===== src/rtl/gpio_pad_input_filter_if.sv =====
// Signal bundle between the GPIO input-conditioning block and its controller:
// pad-side inputs, per-pin filter/event configuration, and filtered results.
interface gpio_pad_input_filter_if #(
    parameter int NUM_PINS  = 11,
    parameter int CNT_WIDTH = 8
);
    logic [NUM_PINS-1:0]   pad_c_i;
    logic [NUM_PINS-1:0]   pad_ie_i;
    logic [NUM_PINS-1:0]   filt_en_i;
    logic [CNT_WIDTH-1:0]  debounce_limit_i;
    logic [2*NUM_PINS-1:0] irq_type_i;
    logic [NUM_PINS-1:0]   irq_en_i;
    logic [NUM_PINS-1:0]   irq_clr_i;
    logic [NUM_PINS-1:0]   gpio_in_o;
    logic [NUM_PINS-1:0]   irq_pending_o;
    logic                  irq_o;

    modport master (
        output pad_c_i, pad_ie_i, filt_en_i, debounce_limit_i,
               irq_type_i, irq_en_i, irq_clr_i,
        input  gpio_in_o, irq_pending_o, irq_o
    );

    modport slave (
        input  pad_c_i, pad_ie_i, filt_en_i, debounce_limit_i,
               irq_type_i, irq_en_i, irq_clr_i,
        output gpio_in_o, irq_pending_o, irq_o
    );
endinterface


===== src/rtl/gpio_pad_input_filter.sv =====
// Per-pin GPIO input conditioning: 2-flop synchronizer, programmable debounce,
// and edge/level event detection feeding sticky pending flags.
module gpio_pad_input_filter #(
    parameter int NUM_PINS  = 11,
    parameter int CNT_WIDTH = 8
) (
    input  logic                  clk,
    input  logic                  rst_n,
    gpio_pad_input_filter_if.slave bus
);
    typedef enum logic [1:0] {
        IRQ_RISE  = 2'b00,
        IRQ_FALL  = 2'b01,
        IRQ_BOTH  = 2'b10,
        IRQ_LEVEL = 2'b11
    } irq_type_e;

    logic [NUM_PINS-1:0]  r_s1;
    logic [NUM_PINS-1:0]  r_s;
    logic [NUM_PINS-1:0]  r_f;
    logic [NUM_PINS-1:0]  r_pending;
    logic [CNT_WIDTH-1:0] r_cnt [NUM_PINS];

    logic [NUM_PINS-1:0]  w_f_next;
    logic [NUM_PINS-1:0]  w_event;
    logic [NUM_PINS-1:0]  w_pending_next;
    logic [CNT_WIDTH-1:0] w_cnt_next [NUM_PINS];

    always_comb begin
        // NOTE: every output of this block gets a default first, so no path can infer a latch.
        w_f_next   = r_f;
        w_cnt_next = r_cnt;
        w_event    = '0;
        for (int k = 0; k < NUM_PINS; k++) begin
            if (bus.pad_ie_i[k]) begin
                if (!bus.filt_en_i[k]) begin
                    w_f_next[k]   = r_s[k];
                    w_cnt_next[k] = '0;
                end else if (r_s[k] == r_f[k]) begin
                    w_cnt_next[k] = '0;
                end else if (r_cnt[k] >= bus.debounce_limit_i) begin
                    // ">=" lets a lowered limit accept on the very next edge.
                    w_f_next[k]   = r_s[k];
                    w_cnt_next[k] = '0;
                end else begin
                    w_cnt_next[k] = r_cnt[k] + CNT_WIDTH'(1);
                end

                case (irq_type_e'(bus.irq_type_i[2*k +: 2]))
                    IRQ_RISE:  w_event[k] = w_f_next[k] & ~r_f[k];
                    IRQ_FALL:  w_event[k] = ~w_f_next[k] & r_f[k];
                    IRQ_BOTH:  w_event[k] = w_f_next[k] ^ r_f[k];
                    IRQ_LEVEL: w_event[k] = w_f_next[k];
                    default:   w_event[k] = 1'b0;
                endcase
            end
        end
        // Set has priority over a same-edge clear.
        w_pending_next = (r_pending & ~bus.irq_clr_i) | (bus.irq_en_i & w_event);
    end

    always_ff @(posedge clk or negedge rst_n) begin
        if (!rst_n) begin
            r_s1      <= '0;
            r_s       <= '0;
            r_f       <= '0;
            r_pending <= '0;
            r_cnt     <= '{default: '0};
        end else begin
            // NOTE: non-blocking assignments so every flop samples pre-edge values.
            r_s1      <= bus.pad_c_i;
            r_s       <= r_s1;
            r_f       <= w_f_next;
            r_pending <= w_pending_next;
            r_cnt     <= w_cnt_next;
        end
    end

    assign bus.gpio_in_o     = r_f;
    assign bus.irq_pending_o = r_pending;
    assign bus.irq_o         = |r_pending;
endmodule


===== src/flat_wrapper.sv =====
// flat-port wrapper written by rule: the top's interface ports become plain ports
module gpio_pad_input_filter_flat 
#(
    parameter int NUM_PINS  = 11,
    parameter int CNT_WIDTH = 8
)
  (clk, rst_n, bus_pad_c_i, bus_pad_ie_i, bus_filt_en_i, bus_debounce_limit_i, bus_irq_type_i, bus_irq_en_i, bus_irq_clr_i, bus_gpio_in_o, bus_irq_pending_o, bus_irq_o);
  gpio_pad_input_filter_if #(.NUM_PINS(NUM_PINS), .CNT_WIDTH(CNT_WIDTH)) bus_i ();
  input  logic clk;
  input  logic rst_n;
  input wire logic [$bits(bus_i.pad_c_i)-1:0] bus_pad_c_i;
  input wire logic [$bits(bus_i.pad_ie_i)-1:0] bus_pad_ie_i;
  input wire logic [$bits(bus_i.filt_en_i)-1:0] bus_filt_en_i;
  input wire logic [$bits(bus_i.debounce_limit_i)-1:0] bus_debounce_limit_i;
  input wire logic [$bits(bus_i.irq_type_i)-1:0] bus_irq_type_i;
  input wire logic [$bits(bus_i.irq_en_i)-1:0] bus_irq_en_i;
  input wire logic [$bits(bus_i.irq_clr_i)-1:0] bus_irq_clr_i;
  output wire logic [$bits(bus_i.gpio_in_o)-1:0] bus_gpio_in_o;
  output wire logic [$bits(bus_i.irq_pending_o)-1:0] bus_irq_pending_o;
  output wire logic [$bits(bus_i.irq_o)-1:0] bus_irq_o;
  assign bus_i.pad_c_i = bus_pad_c_i;
  assign bus_i.pad_ie_i = bus_pad_ie_i;
  assign bus_i.filt_en_i = bus_filt_en_i;
  assign bus_i.debounce_limit_i = bus_debounce_limit_i;
  assign bus_i.irq_type_i = bus_irq_type_i;
  assign bus_i.irq_en_i = bus_irq_en_i;
  assign bus_i.irq_clr_i = bus_irq_clr_i;
  assign bus_gpio_in_o = bus_i.gpio_in_o;
  assign bus_irq_pending_o = bus_i.irq_pending_o;
  assign bus_irq_o = bus_i.irq_o;
  gpio_pad_input_filter #(.NUM_PINS(NUM_PINS), .CNT_WIDTH(CNT_WIDTH)) u_core (.clk(clk), .rst_n(rst_n), .bus(bus_i));
endmodule

===== config.mk =====
export PLATFORM = sky130hd
export DESIGN_NAME = gpio_pad_input_filter_flat
export DESIGN_NICKNAME = d
export VERILOG_FILES = /design/src/rtl/gpio_pad_input_filter_if.sv /design/src/rtl/gpio_pad_input_filter.sv /design/src/flat_wrapper.sv
export SDC_FILE = /design/constraint.sdc
export NUM_CORES = 1
export LEC_CHECK = 0
export ABC_AREA = 1
export CAP_MARGIN = 30
export CORE_MARGIN = 1
export CORE_UTILIZATION = 30
export CTS_CLUSTER_DIAMETER = 30
export DETAILED_ROUTE_END_ITERATION = 10
export MAX_ROUTING_LAYER = met4
export PLACE_DENSITY_LB_ADDON = 0.15
export SYNTH_ARGS = -nofsm -noshare
export SYNTH_HDL_FRONTEND = slang
export SYNTH_SLANG_ARGS = --single-unit

===== constraint.sdc =====
create_clock -name clk -period 5.19 [get_ports clk]
set_clock_uncertainty 0.15 [all_clocks]
set_input_delay 1.038 -clock clk [delete_from_list [all_inputs] [get_ports clk]]
set_output_delay 1.038 -clock clk [all_outputs]
set_load 0.005 [all_outputs]

==> qor.csv, run 1 <==
metric,value,unit
setup_total_negative_slack,0,ns
clk_pin_slew_worst_paths,0.06,ns
place.port_buffers,109,
worstPathMaxFanout,11,
power.ir.vdd_worst,0.000157,V
cts.repair.resized,0,
synth-main-ff-cell,dfrtp_1,
synth.ff_latch_count,132,
grt_max_degree,76,
fmax,269,MHz
max_capacitance_violation_total,0,
first_pass_iters,5,
status,finished clean,
maximum_level_of_the_cts_h_tree,4,
drc_violation_total_after_the_first_tritonroute_iteration,256,
yosys.area.top_type,dfrtp_1,
core_region,29600,um^2
required_time_worst_endpoint,5.40,ns
flow.area_growth_from_synthesis,23.6,%
clock_sink_count,132,
global_routing_usage_summed_across_all_routing_layers,0.155,
gp_congestion,0.791,
worst-endpoint-arrival,3.93,ns
ys_async_sr_fraction,1.00,
wl,21400,um
cts-root-to-sink-buffers,2,
post-synth-top-count-cell,nand2_1,
die_h,175,um
critical_path_class,in2reg,
chipWidth,175,um
slew_headroom,0.461,
placed_area,10600,um^2
postSynthNetCount,1291,
numCtsBuffers,17,
clk_root_buffer_cell,clkbuf_16,
vias_per_cell,4.57,
drtAntennaViolNets,0,
period_minus_slack,3.72,ns
post_cts_buffers,0,
full_die_area,30700,um^2
synth.cell_area,8990,um^2
dp_hpwl,15500,um
cp-start-kind,primary input,
worst_setup_slack_after_placement,0.981,ns
design_power_total,2.77,mW
synthTopCellsByCount,"228 x nand2_1, 206 x inv_1, 132 x dfrtp_1, 110 x ha_1, 60 x nor2_1",
power_dens_cells,249,nW/um^2
worst_setup_path_end_kind,flop,
finalNetCount,1415,
final_max_slew_viol_count,0,
vias,7403,
ys_types,33,
setup_repair_after_global_routing_missed_its_margin,false,
setup_viol,0,
route.detailed.drc,0,
layout.cell_area.non_filler,11100,um^2
layout-drive-gt1-share,0.0650,
initial_core_utilization,0.304,
avgSynthCellArea,8.22,um^2
fin_hold_ws,0.198,ns
placement_rows,63,
ios,110,
synthTopCellsByArea,"dfrtp_1 37%, ha_1 15%, nand2_1 9.5%",
final.period_utilization,0.716,
hold_violations,0,
timing.hold.worst.class,reg2reg,
antenna_found_initial,0,
drt-wirelength-per-cell,13.2,um
fin_ws,1.47,ns
grt_pass1_wl,36600,um
least_margin_pin_slew,0.808,ns
cts-hold-fix-buffers,0,
vias_in_the_first_global_route,7387,
synth-edff-count,0,
leak_pwr,5.36,nW
yosysWarningCount,0,
yosys.area.top_type_share,0.367,
clk_latency_worst_skew_pair,0.42,ns
globalRouteOverflowTotal,0,
tritoncts,built,
synth.yosys.seq_area_share,0.367,
post_synth_inst_count,1094,
## per-stage QoR
stage | utilization | std cells
2_1_floorplan | - | 1094
3_3_place_gp | 0.357 | 1588
3_5_place_dp | 0.357 | 1589
4_1_cts | 0.376 | 1620
5_1_grt | 0.376 | 1620
6_report | 0.376 | 1621
## critical path, cell delays in order
cell,delay [ns]
clkdlybuf4s50_1,0.40
inv_1,0.56
ha_1,0.36
nand2_1,0.07
nand2_1,0.05
nor3_2,0.24
nand3_1,0.13
nand2_1,0.10
inv_1,0.05
ha_1,0.25
or3b_2,0.43
nand4_1,0.09
nand2_1,0.07
nand2_1,0.06
## path summary, 6_finish.rpt
kind,slack (ns),start,to,cells past startpoint
hold reg to reg,0.20,u_core.r_s1[8]$_DFF_PN0_,u_core.r_s[8]$_DFF_PN0_,0
setup reg to reg,2.70,u_core.r_cnt[8]$_DFFE_PN0P_,u_core.bus.irq_pending_o[9]$_DFF_PN0_,18
hold / removal,0.20,u_core.r_s1[8]$_DFF_PN0_,u_core.r_s[8]$_DFF_PN0_,0
max in group asynchronous,3.37,rst_n,u_core.r_cnt[48]$_DFFE_PN0P_,2
min in group asynchronous,0.50,rst_n,u_core.bus.gpio_in_o[7]$_DFFE_PN0P_,1
setup / recovery,1.47,bus_debounce_limit_i[7],u_core.bus.irq_pending_o[10]$_DFF_PN0_,14
## logic make-up (layout without fill, tap and decap cells)
| logic type | Yosys count | in the layout | synth area share |
|---|---|---|---|
| AO/OA/AOI/OAI | 137 | 137 | 0.0973 |
| other | 0 | 1 | 0 |
| AND/OR/NAND/NOR | 427 | 427 | 0.221 |
| buffers and inverters | 217 | 353 | 0.0914 |
| multiplexers | 3 | 3 | 0.00334 |
| XOR/XNOR | 68 | 68 | 0.0662 |
| adder cells (fa/ha/maj) | 110 | 110 | 0.153 |
| flip-flops | 132 | 132 | 0.367 |
## report_power, final
group / total, mW / switching (mW) / internal [mW]
Clock: 1.16 / 0.463 / 0.698
Combinational: 0.474 / 0.255 / 0.219
Sequential: 1.13 / 0.0507 / 1.08
Total: 2.77 / 0.769 / 2.00
## layout make-up
class | instances | area, um^2
inverters | 208 | 781
clock inverters | 11 | 113
diodes | 1 | 2.50
flip-flops and latches | 132 | 3300
fillers | 3014 | 18400
multi-input cells | 745 | 4870
well taps | 390 | 488
repair buffers | 114 | 1130
clock buffers | 20 | 437
## sequential cells by signal (all words and copies together) (netlist names)
| register | flops |
|---|---|
| u_core.r_cnt | 88 |
| u_core.bus.irq_pending_o | 11 |
| u_core.r_s | 11 |
| u_core.r_s1 | 11 |
| u_core.bus.gpio_in_o | 11 |
## layer usage
metal  routed length (um)  track usage  vias to the layer above
met1                10900        0.205                     3435
met3                  733       0.0294                       11
met2                 9570        0.244                      113
met5                    0            -                        -
li1                     -            -                     3844
met4                  152       0.0344                        0
## cells in the final DEF, fill, tap and decap left out, types with 8 or more instances in the layout
cell,instances
dfrtp_1,132
or3b_2,11
nor3_2,16
o21ai_0,23
xnor2_1,9
nand3b_1,8
o211a_1,11
inv_1,206
nand4_1,19
o22ai_1,59
a21oi_1,31
nand3_1,58
nand2_1,228
clkdlybuf4s50_1,108
nor3_1,14
clkbuf_16,17
nor2_1,60
ha_1,110
xor2_1,59
Note: power is estimated with default switching activity, not from simulation.
==> inputs of run 2 (changes only) <==
==> constraint.sdc (replaced) <==
create_clock -name clk -period 3.57 [get_ports clk]
set_clock_uncertainty 0.15 [all_clocks]
set_input_delay 0.714 -clock clk [delete_from_list [all_inputs] [get_ports clk]]
set_output_delay 0.714 -clock clk [all_outputs]
set_load 0.005 [all_outputs]
==> run 2 against run 1 <==
Compared with the run above: setup slack got worse by 1.1 ns; routed wire length decreased by 0.62%; worst hold slack worse by 0.075 ns; global-route usage shrank 0.29 points; clock-buffer cell count is 1 higher; register-to-register slack worse by 1.7 ns; power grew 55%; final cell count rose by 0.80%; flip-flop and latch count did not move; sequential share of layout area decreased by 0.75 points; via count decreased by 0.96%; critical path type unchanged; critical endpoint is now u_core.bus.irq_pending_o[4]$_DFF_PN0_; largest cell class unchanged.
==> qor.csv, run 2 (same netlist as run 1, synthesis figures left out) <==
metric,value,unit,change
status,finished clean,,
route.detailed.drc,0,,unchanged
largest_register,u_core.r_cnt,,
critical_path_class,in2reg,,
post_cts_buffers,0,,unchanged
leading_cell_type_in_the_layout_fill_and_taps_excluded,nand2_1,,
slew_headroom,0.575,,+0.114
maximum_level_of_the_cts_h_tree,4,,unchanged
antenna_found_initial,1,,+1
chipWidth,175,um,unchanged
critical_path.startpoint,bus_debounce_limit_i[6],,
full_die_area,30700,um^2,unchanged
place.port_buffers,109,,unchanged
fin_hold_ws,0.122,ns,-0.0754 ns
numCtsBuffers,17,,unchanged
r2r_setup_slack,1.05,ns,-1.65 ns
vias_in_the_first_global_route,7284,,-1.4%
regToRegEndpoint,u_core.bus.irq_pending_o[9]$_DFF_PN0_,,
die_h,175,um,unchanged
drt-wirelength-per-cell,13.0,um,-1.4%
cts.repair.resized,0,,unchanged
required_time_worst_endpoint,3.78,ns,-1.62 ns
vias,7332,,-0.96%
leak_pwr,5.50,nW,+2.5%
power_dens_cells,377,nW/um^2,+51%
max_capacitance_violation_total,0,,unchanged
final_max_slew_viol_count,0,,unchanged
power.ir.vdd_worst,0.000320,V,+100%
clk_root_buffer_cell,clkbuf_16,,
drtAntennaViolNets,0,,unchanged
dp_hpwl,15500,um,+0.31%
non_filler_instance_count_after_layout,1634,,+0.80%
cp-start-kind,primary input,,
final.period_utilization,0.882,,
setup_viol,0,,unchanged
hold_violations,0,,unchanged
finalNetCount,1427,,+0.85%
global_routing_usage_summed_across_all_routing_layers,0.152,,-0.00295
ios,110,,unchanged
largest_register_ffs,88,,unchanged
fmax,318,MHz,
timing.rr.start,u_core.r_cnt[8]$_DFFE_PN0P_,,
clk_latency_worst_skew_pair,0.43,ns,about the same
cts-hold-fix-buffers,0,,unchanged
initial_core_utilization,0.304,,unchanged
worst_setup_path_end_kind,flop,,
globalRouteOverflowTotal,0,,unchanged
clock_sink_count,132,,unchanged
least_margin_pin_slew,0.637,ns,-0.170 ns
drc_violation_total_after_the_first_tritonroute_iteration,282,,+10%
core_region,29600,um^2,unchanged
vias_per_cell,4.49,,-1.7%
period_minus_slack,3.15,ns,
placement_rows,63,,unchanged
grt_pass1_wl,36100,um,-1.5%
flow.area_growth_from_synthesis,26.8,%,
gp_congestion,0.760,,-3.9%
tritoncts,built,,
fin_ws,0.421,ns,-1.05 ns
worst_setup_slack_after_placement,-0.0309,ns,-1.01 ns
setup_repair_after_global_routing_missed_its_margin,false,,
first_pass_iters,4,,-1
clk_pin_slew_worst_paths,0.06,ns,about the same
place_inst,1601,,+0.76%
cts-root-to-sink-buffers,2,,unchanged
crit_end,u_core.bus.irq_pending_o[4]$_DFF_PN0_,,
wl,21200,um,-0.62%
setup_total_negative_slack,0,ns,unchanged
grt_max_degree,62,,-18%
finalCoreUtilization,0.386,,+0.00973
worstPathMaxFanout,7,,-4
worst_r2r_path_depth,18,,unchanged
timing.hold.worst.class,in2async,,
layout-drive-gt1-share,0.0764,,+0.0114
layout_common_cells,"228 x nand2_1, 206 x inv_1, 132 x dfrtp_1",,
worst-endpoint-arrival,3.36,ns,-0.57 ns
-- run 2: layer usage --
layer / share of wire / global-route usage
met5: 0 / -
met4: 0.0083 / 0.0391
met3: 0.032 / 0.0292
met2: 0.44 / 0.236
met1: 0.52 / 0.201
-- run 2: power by group --
group / internal (mW) / leakage, nW / total, mW / switching [mW]
clock: 1.23 / 0.306 / 1.94 / 0.710
combinational: 0.341 / 3.45 / 0.716 / 0.375
sequential: 1.57 / 1.74 / 1.64 / 0.0717
total: 3.14 / 5.50 / 4.30 / 1.16
-- run 2: how the worst min path moves through the flow --
| stage | start | endpoint | slack, ns | depth (start not counted) |
|---|---|---|---|---|
| floorplan | u_core.r_s1[0]$_DFF_PN0_ | u_core.r_s[0]$_DFF_PN0_ | 0.18 | 0 |
| global placement | u_core.r_s1[8]$_DFF_PN0_ | u_core.r_s[8]$_DFF_PN0_ | 0.18 | 0 |
| detailed placement | u_core.r_s1[1]$_DFF_PN0_ | u_core.r_s[1]$_DFF_PN0_ | 0.18 | 0 |
| CTS | rst_n | u_core.bus.irq_pending_o[7]$_DFF_PN0_ | 0.15 | 1 |
| global route | rst_n | u_core.bus.irq_pending_o[7]$_DFF_PN0_ | 0.18 | 1 |
| finish | rst_n | u_core.bus.irq_pending_o[7]$_DFF_PN0_ | 0.12 | 1 |
-- run 2: final cells by class --
type                    count  area [um^2]
inverters                 208          781
clock buffers              21          470
well taps                 390          488
clock inverters            11          174
diodes                      1         2.50
fillers                  3024        18200
repair buffers            126         1320
multi-input cells         745         4870
flip-flops and latches    132         3300
-- run 2: critical path, cell delays in order --
cell	delay, ns
clkdlybuf4s50_1	0.40
inv_1	0.31
buf_4	0.23
ha_1	0.23
nand2_1	0.08
a21oi_1	0.05
nor3_2	0.17
nand3_1	0.14
nand2_1	0.10
inv_1	0.04
ha_1	0.25
or3b_2	0.44
nand4_1	0.10
nand2_1	0.05
nand2_1	0.05
-- run 2: stage by stage --
step / power, mW / instance area, um^2
2_1_floorplan: 2.03 / 8990
3_3_place_gp: 2.39 / 10800
3_5_place_dp: 2.40 / 10800
4_1_cts: 4.38 / 11400
5_1_grt: 4.55 / 11400
6_report: 4.30 / 11400
==> inputs of run 3 (changes only) <==
--- a/config.mk
+++ b/config.mk
@@ -6,6 +6,7 @@
 export NUM_CORES = 1
 export LEC_CHECK = 0
 export ABC_AREA = 1
+export ABC_CLOCK_PERIOD_IN_PS = 3570
 export CAP_MARGIN = 30
 export CORE_MARGIN = 1
 export CORE_UTILIZATION = 30
@@ -13,6 +14,7 @@
 export DETAILED_ROUTE_END_ITERATION = 10
 export MAX_ROUTING_LAYER = met4
 export PLACE_DENSITY_LB_ADDON = 0.15
+export RECOVER_POWER = 50
 export SYNTH_ARGS = -nofsm -noshare
 export SYNTH_HDL_FRONTEND = slang
 export SYNTH_SLANG_ARGS = --single-unit
==> run 3 against run 2 <==
Compared with the run above: the run now ends with max-capacitance violations, max-slew violations left; sequential share of layout area barely moved; clock power barely moved; setup slack hardly changed; combinational power hardly changed; final cell count unchanged; utilization is essentially flat; sequential power about the same; critical endpoint unchanged.
==> qor.csv, run 3 (same netlist as run 1, synthesis figures left out) <==
metric,value,unit,change
status,"complete, but fails checks",,
failed_checks,"max-capacitance violations, max-slew violations",,
globalRouteOverflowTotal,0,,unchanged
setup_total_negative_slack,0,ns,unchanged
finalNetCount,1427,,unchanged
drt-wirelength-per-cell,13.0,um,about the same
placed_area,10800,um^2,unchanged
first_pass_iters,4,,unchanged
clk_latency_worst_skew_pair,0.43,ns,about the same
power_dens_cells,377,nW/um^2,about the same
drc_violation_total_after_the_first_tritonroute_iteration,282,,unchanged
slew_headroom,-0.147,,-0.722
final.period_utilization,0.882,,about the same
post_cts_buffers,0,,unchanged
global_routing_usage_summed_across_all_routing_layers,0.152,,unchanged
route.detailed.drc,0,,unchanged
tritoncts,built,,
placement_rows,63,,unchanged
grt_pass1_wl,36100,um,unchanged
clk_pin_slew_worst_paths,0.07,ns,about the same
largest_register_ffs,88,,unchanged
maximum_level_of_the_cts_h_tree,4,,unchanged
hold_path_origin,u_core.r_s1[1]$_DFF_PN0_,,
vias,7336,,+0.055%
cp-start-kind,primary input,,
worst_setup_slack_after_placement,-0.0309,ns,unchanged
drtAntennaViolNets,0,,unchanged
timing.hold.worst.class,reg2reg,,
setup_repair_after_global_routing_missed_its_margin,false,,
fin_ws,0.421,ns,+0.0000450 ns
final_max_slew_viol_count,61,,+61
grt_max_degree,62,,unchanged
worstPathMaxFanout,7,,unchanged
die_h,175,um,unchanged
cts-root-to-sink-buffers,2,,unchanged
cts.repair.resized,0,,unchanged
layout-drive-gt1-share,0.0756,,-0.000805
cts-hold-fix-buffers,0,,unchanged
full_die_area,30700,um^2,unchanged
fmax,318,MHz,about the same
vias_in_the_first_global_route,7284,,unchanged
gp_congestion,0.760,,unchanged
antenna_found_initial,1,,unchanged
least_margin_pin_slew,1.72,ns,+1.08 ns
ios,110,,unchanged
layout.cell_area.non_filler,11400,um^2,about the same
required_time_worst_endpoint,3.78,ns,about the same
fin_hold_ws,0.199,ns,+0.0765 ns
setup_viol,0,,unchanged
vias_per_cell,4.49,,about the same
numCtsBuffers,17,,unchanged
largest_register,u_core.r_cnt,,
finalCoreUtilization,0.386,,about the same
wl,21200,um,about the same
critical_path.startpoint,bus_debounce_limit_i[6],,
timing.rr.start,u_core.r_cnt[8]$_DFFE_PN0P_,,
power.ir.vdd_worst,0.000320,V,about the same
place_inst,1601,,unchanged
worst-endpoint-arrival,3.36,ns,about the same
chipWidth,175,um,unchanged
dp_hpwl,15500,um,unchanged
critical_path_class,in2reg,,
max_capacitance_violation_total,1,,+1
non_filler_instance_count_after_layout,1634,,unchanged
leak_pwr,5.50,nW,about the same
clock_sink_count,132,,unchanged
clk_root_buffer_cell,clkbuf_16,,
place.port_buffers,109,,unchanged
period_minus_slack,3.15,ns,-0.0000450 ns
leading_cell_type_in_the_layout_fill_and_taps_excluded,nand2_1,,
layout_common_cells,"228 x nand2_1, 206 x inv_1, 132 x dfrtp_1",,
worst_setup_path_end_kind,flop,,
flow.area_growth_from_synthesis,26.7,%,about the same
design_power_total,4.29,mW,about the same
initial_core_utilization,0.304,,unchanged
core_region,29600,um^2,unchanged
hold_violations,0,,unchanged
run 3: worst paths after layout:
kind	end	slack (ns)	depth (start not counted)
worst max-delay path	u_core.bus.irq_pending_o[4]$_DFF_PN0_	0.42	15
worst min-delay path	u_core.r_s[1]$_DFF_PN0_	0.20	0
worst max register to register	u_core.bus.irq_pending_o[9]$_DFF_PN0_	1.05	18
worst min register to register	u_core.r_s[1]$_DFF_PN0_	0.20	0
max in group asynchronous	u_core.r_cnt[9]$_DFFE_PN0P_	0.74	2
min in group asynchronous	u_core.bus.irq_pending_o[7]$_DFF_PN0_	0.57	1
run 3: layer usage:
| metal | vias up | global-route usage | wire length [um] |
|---|---|---|---|
| met5 | - | - | 0 |
| li1 | 3879 | - | - |
| met4 | 0 | 0.0391 | 177 |
| met3 | 10 | 0.0292 | 657 |
| met2 | 107 | 0.236 | 9450 |
| met1 | 3340 | 0.201 | 10900 |
run 3: cell type report:
class / count / area [um^2]
fill: 3026 / 18200
multi-input combinational: 745 / 4870
sequential: 132 / 3300
timing repair buffer: 126 / 1310
inverter: 208 / 781
tap: 390 / 488
clock buffer: 21 / 470
clock inverter: 11 / 174
antenna: 1 / 2.50
run 3: power breakdown:
group	leakage, nW	switching, mW	internal, mW
Sequential	1.74	0.0718	1.57
Combinational	3.45	0.375	0.338
Clock	0.306	0.710	1.23
run 3: critical path, stage by stage:
cell and delay [ns]:
clkdlybuf4s50_1 0.40, inv_1 0.31, buf_4 0.23, ha_1 0.23
nand2_1 0.08, a21oi_1 0.05, nor3_2 0.17, nand3_1 0.14
nand2_1 0.10, inv_1 0.04, ha_1 0.25, or3b_2 0.44
nand4_1 0.10, nand2_1 0.05, nand2_1 0.05
